### src/rtl/llc_op_sched.sv
// llc_op_sched: arbitrates a CPU request FIFO and a one-deep snoop holding register onto a
// single LLC request port, with snoop priority, CPU starvation relief and op statistics.
module llc_op_sched #(
    parameter int unsigned CPU_DEPTH  = 4,
    parameter int unsigned ADDR_W     = 32,
    parameter int unsigned STARVE_MAX = 4
) (
    input  logic              clk,
    input  logic              rst,
    input  logic              cpu_valid,
    output logic              cpu_ready,
    input  logic [3:0]        cpu_op,
    input  logic [ADDR_W-1:0] cpu_addr,
    input  logic              snp_valid,
    output logic              snp_ready,
    input  logic [3:0]        snp_op,
    input  logic [ADDR_W-1:0] snp_addr,
    output logic              llc_valid,
    output logic [3:0]        llc_op,
    output logic [ADDR_W-1:0] llc_addr,
    input  logic              llc_hold,
    input  logic              llc_hit,
    input  logic              llc_miss,
    output logic              bad_op,
    output logic [31:0]       rd_cnt,
    output logic [31:0]       wr_cnt,
    output logic [31:0]       hit_cnt,
    output logic [31:0]       miss_cnt
);

    localparam int unsigned PTR_W = $clog2(CPU_DEPTH);
    localparam int unsigned STV_W = $clog2(STARVE_MAX + 1);
    localparam logic [STV_W-1:0] STARVE_LIM = STV_W'(STARVE_MAX);

    typedef enum logic [1:0] {StIdle, StIssue, StHold} state_e;

    state_e              state_q;
    logic                llc_valid_q;
    logic [3:0]          llc_op_q;
    logic [ADDR_W-1:0]   llc_addr_q;
    logic                sel_cpu_q;
    logic                bad_op_q;
    logic [STV_W-1:0]    starve_q;

    logic [PTR_W:0]      wptr_q;
    logic [PTR_W:0]      rptr_q;
    logic [3:0]          fifo_op_q   [CPU_DEPTH];
    logic [ADDR_W-1:0]   fifo_addr_q [CPU_DEPTH];

    logic                snp_full_q;
    logic [3:0]          snp_op_q;
    logic [ADDR_W-1:0]   snp_addr_q;

    logic [31:0]         rd_cnt_q;
    logic [31:0]         wr_cnt_q;
    logic [31:0]         hit_cnt_q;
    logic [31:0]         miss_cnt_q;

    logic fifo_empty, fifo_full;
    logic cpu_legal, snp_legal, cpu_acc, snp_acc, cpu_push, snp_push;
    logic cpu_pend, grant_cpu, grant_snp, op_done, cpu_pop;
    logic [3:0]        head_op;
    logic [ADDR_W-1:0] head_addr;

    function automatic logic [31:0] sat_inc(input logic [31:0] v);
        return (v == 32'hFFFF_FFFF) ? v : v + 32'd1;
    endfunction

    assign fifo_empty = (wptr_q == rptr_q);
    assign fifo_full  = (wptr_q[PTR_W] != rptr_q[PTR_W]) &&
                        (wptr_q[PTR_W-1:0] == rptr_q[PTR_W-1:0]);
    assign cpu_ready  = !fifo_full;
    assign snp_ready  = !snp_full_q;
    assign head_op    = fifo_op_q[rptr_q[PTR_W-1:0]];
    assign head_addr  = fifo_addr_q[rptr_q[PTR_W-1:0]];

    // Handshake decode, arbitration and completion detection
    always_comb begin
        cpu_legal = cpu_op inside {4'd0, 4'd1, 4'd2, 4'd8, 4'd9};
        snp_legal = snp_op inside {4'd3, 4'd4, 4'd5, 4'd6};
        cpu_acc   = cpu_valid && cpu_ready;
        snp_acc   = snp_valid && snp_ready;
        cpu_push  = cpu_acc && cpu_legal;
        snp_push  = snp_acc && snp_legal;
        cpu_pend  = !fifo_empty;
        grant_cpu = (state_q == StIdle) && cpu_pend &&
                    (!snp_full_q || (starve_q == STARVE_LIM));
        grant_snp = (state_q == StIdle) && snp_full_q && !grant_cpu;
        op_done   = ((state_q == StIssue) && !llc_hold) || (state_q == StHold);
        // CPU entries stay queued until their op completes at the LLC
        cpu_pop   = op_done && sel_cpu_q;
    end

    // CPU FIFO storage; written only on a legal accepted op
    always_ff @(posedge clk) begin
        if (cpu_push) begin
            fifo_op_q[wptr_q[PTR_W-1:0]]   <= cpu_op;
            fifo_addr_q[wptr_q[PTR_W-1:0]] <= cpu_addr;
        end
    end

    // FIFO pointers, snoop holding register, starvation counter and bad-op pulse
    always_ff @(posedge clk) begin
        if (rst) begin
            wptr_q     <= '0;
            rptr_q     <= '0;
            snp_full_q <= 1'b0;
            snp_op_q   <= '0;
            snp_addr_q <= '0;
            starve_q   <= '0;
            bad_op_q   <= 1'b0;
        end else begin
            bad_op_q <= (cpu_acc && !cpu_legal) || (snp_acc && !snp_legal);
            if (cpu_push) wptr_q <= wptr_q + 1'b1;
            if (cpu_pop)  rptr_q <= rptr_q + 1'b1;
            // The snoop op moves into the LLC output registers at grant, freeing the holding
            // register so a continuous snoop stream stays pending at every arbitration point.
            if (snp_push) begin
                snp_full_q <= 1'b1;
                snp_op_q   <= snp_op;
                snp_addr_q <= snp_addr;
            end else if (grant_snp) begin
                snp_full_q <= 1'b0;
            end
            if (grant_cpu) begin
                starve_q <= '0;
            end else if (grant_snp && cpu_pend) begin
                if (starve_q != STARVE_LIM) starve_q <= starve_q + 1'b1;
            end else if (!cpu_pend) begin
                starve_q <= '0;
            end
        end
    end

    // Issue FSM with registered LLC request outputs
    always_ff @(posedge clk) begin
        if (rst) begin
            state_q     <= StIdle;
            llc_valid_q <= 1'b0;
            llc_op_q    <= '0;
            llc_addr_q  <= '0;
            sel_cpu_q   <= 1'b0;
        end else begin
            unique case (state_q)
                StIdle: begin
                    if (grant_cpu) begin
                        llc_op_q    <= head_op;
                        llc_addr_q  <= head_addr;
                        sel_cpu_q   <= 1'b1;
                        llc_valid_q <= 1'b1;
                        state_q     <= StIssue;
                    end else if (grant_snp) begin
                        llc_op_q    <= snp_op_q;
                        llc_addr_q  <= snp_addr_q;
                        sel_cpu_q   <= 1'b0;
                        llc_valid_q <= 1'b1;
                        state_q     <= StIssue;
                    end
                end
                StIssue: begin
                    if (llc_hold) begin
                        state_q <= StHold;
                    end else begin
                        llc_valid_q <= 1'b0;
                        state_q     <= StIdle;
                    end
                end
                StHold: begin
                    llc_valid_q <= 1'b0;
                    state_q     <= StIdle;
                end
                default: begin
                    llc_valid_q <= 1'b0;
                    state_q     <= StIdle;
                end
            endcase
        end
    end

    // Statistics, updated on the completion cycle of each op
    always_ff @(posedge clk) begin
        if (rst) begin
            rd_cnt_q   <= '0;
            wr_cnt_q   <= '0;
            hit_cnt_q  <= '0;
            miss_cnt_q <= '0;
        end else if (op_done) begin
            if (llc_op_q == 4'd8) begin
                rd_cnt_q   <= '0;
                wr_cnt_q   <= '0;
                hit_cnt_q  <= '0;
                miss_cnt_q <= '0;
            end else if (llc_op_q <= 4'd2) begin
                if (llc_op_q == 4'd1) wr_cnt_q <= sat_inc(wr_cnt_q);
                else                  rd_cnt_q <= sat_inc(rd_cnt_q);
                // Hit takes precedence when the LLC flags both
                if (llc_hit)       hit_cnt_q  <= sat_inc(hit_cnt_q);
                else if (llc_miss) miss_cnt_q <= sat_inc(miss_cnt_q);
            end
        end
    end

    assign llc_valid = llc_valid_q;
    assign llc_op    = llc_op_q;
    assign llc_addr  = llc_addr_q;
    assign bad_op    = bad_op_q;
    assign rd_cnt    = rd_cnt_q;
    assign wr_cnt    = wr_cnt_q;
    assign hit_cnt   = hit_cnt_q;
    assign miss_cnt  = miss_cnt_q;

endmodule

### config.mk
export PLATFORM = sky130hd
export DESIGN_NAME = llc_op_sched
export DESIGN_NICKNAME = d
export VERILOG_FILES = /design/src/rtl/llc_op_sched.sv
export SDC_FILE = /design/constraint.sdc
export NUM_CORES = 1
export LEC_CHECK = 0
export ABC_AREA = 1
export CAP_MARGIN = 20
export CORE_ASPECT_RATIO = 1.5
export CORE_MARGIN = 3
export CORE_UTILIZATION = 31
export CTS_CLUSTER_SIZE = 24
export DETAILED_ROUTE_END_ITERATION = 8
export DONT_BUFFER_PORTS = 1
export PLACE_DENSITY = 0.42
export SYNTH_ARGS = -nofsm -noshare
export SYNTH_HDL_FRONTEND = slang
export SYNTH_SLANG_ARGS = --single-unit
### constraint.sdc
create_clock -name clk -period 6 [get_ports clk]
set_input_delay 0.9 -clock clk [delete_from_list [all_inputs] [get_ports clk]]
set_output_delay 0.9 -clock clk [all_outputs]
set_load 0.05 [all_outputs]
==> results.md <==
- The flow ran to the end, and the final reports show no timing, DRC or antenna violations.
- The maximum clock rate is a little under 300 MHz.
- The leading cell type in the layout, fill and taps excluded is nand2_1.
- Of all nets on the critical path, the largest fanout is 38.
- The sort of element at the start of the critical path is a register.
- The path type of the worst min-delay path is input pin to register.
- The internal power contribution is about 4300 uW.
- In the final timing run, aggregate negative setup slack is 0 ns.
- The switching power share of the total is 28.90%.
- Global routing consumed, over all layers together, a little under a fifth of the routing resources.
- The count of flip-flops with a built-in enable after synthesis is approximately 140.
- Across the VDD grid, the largest voltage drop is around 0.21 mV.
- The power per cell area is approximately 310 nW/um^2.
- In the synthesized netlist the dominant register cell turns out to be dfxtp_1.
- The adder and majority cell fraction of the synthesized area is 0.7738%.
- The worst pin sits at a relative slew slack of a little under two fifths.
- The number of global-route vias before repair is between 15000 and 20000.
- In the final design database the tool counted between 2000 and 2500 nets.
- Setup repair after global routing left no endpoint under its margin.
- Detailed routing placed a total of just over 30 mm of wire on met2.
- Prior to clock tree synthesis, the placed netlist has a worst setup slack of 2.391 ns.
- The die is roughly 300 um tall.
- The critical path in this run is classified as register to register.
- The leakage power summed over all cells is ~0.0076 uW.
- In this run, CTS created clock tree buffers numbering 40.
- STA puts the critical path data arrival time at ~3.9 ns.
- TritonCTS built the clock tree.
- The xor/xnor cell area share of the yosys netlist is 1.231%.
- In this run the tool buffered the top-level ports with 0 buffer cells.
- The CTS H-tree depth is 2.
- The post-synthesis register bit count is 361.
- The die covers 60340 um^2.
- The portion of synthesized area spent on multiplexers is 0%.
- The average detailed-routed wire length per instance is 18.38 um.
- The share of async-settable or async-resettable flops after synthesis is 0%.
- The placeable core region is between 50000 and 60000 um^2.
- The pre-antenna-repair detailed-routing pass consisted of 7 iterations.
- Synthesis produced a netlist whose cell count is between 2000 and 2500.
- The starting utilization of the core area is around a third.
- The net count after synthesis is 2518.
- The number of distinct library cell variants in the gate-level netlist after synthesis is between 40 and 50.
- The kind of end point of the critical path is a register.
- Setup violations remaining at the end of the flow were counted as 0.
- The largest family of logic cells by synthesized area is simple AND/OR/NAND/NOR gates.
- The fraction of power consumed by the clock network is a little over two fifths.
- The count of final max-slew check failures is 0.
- Routability-driven placement finished with a final weighted congestion of 0.8428.
- The fraction of layout cells with a size suffix above 1 is roughly 5.8%.
- Detailed routing placed a total of ~3.9 mm of wire on met3.
- Detailed placement finished with a half-perimeter wire length of ~40 mm.
- Dividing the detail-routed via count by the number of cells gives ~4.9.
- The final number of hold-violating endpoints is 0.
- Summing over every cut layer, the via total after detailed routing is between 15000 and 20000.
- The post-route clock period utilization is between 50% and 60%.
- After synthesis, flip-flops and latches occupy slightly below 50% of the total area.
- The average footprint of a synthesized cell is between 7 and 8 um^2.
- Summed over all layers, the global routing overflow is 0.
- The detailed router finished its first iteration with 689 violations.
- The buffer count from post-CTS setup fixing is 0.
- The top-level port count is roughly 250.
- The die outline width is approximately 200 um.
- The library cell used as clock root buffer is clkbuf_16.
- The pin count of the biggest net entering global routing is 74.
- The portion of total power attributed to sequential cells is 47.7%.
- The tightest hold path in the finished design has a slack of around 0.4 ns.
- The number of hold buffers added after CTS was 0.
- The share of total power in combinational logic is ~10%.
- For the pin with the worst max-slew slack, the measured transition is 0.9357 ns.
- The worst-case clock skew is ~0.020 ns.
- The initial antenna violation count is 1.
- The number of warnings issued by yosys is 0.
- At the worst endpoint, the required time is about 6.4 ns.
- The design draws 6108 uW.
- The growth of design area from synthesis to finish is 11.59%.
- Summing the areas of all and, or, nand and nor instances in the mapped netlist gives about a third of the synthesized area.
- Summing the areas of all compound-gate instances in the mapped netlist gives approximately a tenth of the synthesized area.
- The clock passes through at most 3 buffers.
- The met1 layer wirelength in the final routing is 21.64 mm.
- The count of nets left with antenna violations after detail routing is 0.
- The clock period minus worst slack is between 3 and 4 ns.
- The first global-routing pass estimated 89.91 mm of wire.
- Post-CTS repair changed the size of 0 cells.
- The clock-pin slew reported for the worst setup and hold paths after clock tree synthesis is 0.06 ns.
- The netlist area before placement is 17790 um^2.
- In this run the core area contains roughly 110 standard-cell rows.
- Summed over all nets, the switching power comes to 1765 uW.
- The highest layer touched by signal routing is met4.
- The total DRC errors in the routed layout is 0.
- The tool flagged a number of max-cap violations equal to 0.
- Setup slack closes at between 2 and 3 ns.
- Leaving out fill and tap cells, the most frequent cells in the layout are nand2_1, nor2_1, inv_1.
- Wires add up to around 60 mm.
- The clock sink count is ~360.
- The clock latency of the later-clocked register in the worst-skew pair is 0.56 ns.
-- worst paths after layout --
path	start	endpoint	slack (ns)	cells after the start
setup / recovery	llc_op[0]$_SDFFE_PP0P_	hit_cnt[27]$_SDFFE_PP0P_	2.55	10
hold / removal	rst	rd_cnt[2]$_SDFFE_PP0P_	0.41	1
setup reg to reg	llc_op[0]$_SDFFE_PP0P_	hit_cnt[27]$_SDFFE_PP0P_	2.55	10
hold reg to reg	snp_op_q[3]$_SDFFE_PP0P_	snp_op_q[3]$_SDFFE_PP0P_	0.45	2
-- power by group through the flow --
stage / Combinational (uW) / Sequential, uW / Clock [uW]
floorplan: 483 / 2940 / 0
global placement: 640 / 2970 / 0
detailed placement: 645 / 2970 / 0
CTS: 647 / 2920 / 2660
global route: 723 / 2930 / 2750
finish: 631 / 2910 / 2560
-- layer usage --
| metal | track usage (%) | up-vias |
|---|---|---|
| li1 | - | 7784 |
| met4 | 6.367 | 0 |
| met3 | 5.204 | 99 |
| met2 | 36.63 | 363 |
| met5 | 0 | - |
| met1 | 19.45 | 7199 |
-- flip-flops by register name, indices dropped and copies added, names as in the netlist, 2 cells and up, named ones only --
name / flops
snp_addr_q: 32
rptr_q: 3
fifo_op_q: 16
rd_cnt: 32
llc_op: 4
hit_cnt: 32
state_q: 2
snp_op_q: 4
starve_q: 3
fifo_addr_q: 128
llc_addr: 32
wptr_q: 3
miss_cnt: 32
wr_cnt: 32
-- critical path, cell delays in order (launching register included) --
cell and delay [ns]:
dfxtp_1 0.69, inv_1 0.14, o21ai_0 0.68, nand2_1 0.15, nand2_1 0.13, clkinv_2 0.36
nand3_2 0.19, buf_4 0.40, inv_2 0.23, nand2_1 0.22, o21ai_0 0.11
-- cell usage after synthesis, types with 11 or more instances --
cell type | n | share of area, %
nand4_1 | 37 | 1.3
a21oi_1 | 77 | 2.2
o21ai_0 | 171 | 4.8
ha_1 | 11 | 0.77
inv_1 | 259 | 5.5
xor2_1 | 19 | 0.94
dfxtp_1 | 217 | 24
buf_2 | 13 | 0.37
edfxtp_1 | 144 | 24
clkbuf_1 | 70 | 1.5
nor3_1 | 30 | 0.84
nor2_1 | 429 | 9.1
or2_2 | 29 | 1.0
nand3_1 | 207 | 5.8
o22ai_1 | 33 | 1.2
nand2_1 | 603 | 13
-- layout make-up --
class                           count  area (um^2)
Antenna cell                        1        2.502
Clock buffer                       58         1150
Inverter                          266         1002
Timing Repair Buffer               22        165.2
Clock inverter                     14        207.7
Multi-Input combinational cell   1701         7704
Sequential cell                   361         8670
Tap cell                          756        945.9
Fill cell                        6073        36390
-- stage by stage --
| step | cells | util [%] | instance area (um^2) |
|---|---|---|---|
| 3_5_place_dp | 3106 | 32.87 | 18490 |
| 4_1_cts | 3178 | 35.29 | 19840 |
| 6_report | 3179 | 35.29 | 19850 |
| 3_3_place_gp | 3106 | 32.87 | 18490 |
| 5_1_grt | 3178 | 35.29 | 19840 |
| 2_1_floorplan | 2428 | - | 17790 |
-- kinds of logic after synthesis --
group	Yosys count
fa+ha+maj	11
xor+xnor	25
simple gates	1358
compound gates	307
buf+inv	366
flops	361
Note: power is estimated with default switching activity, not from simulation.
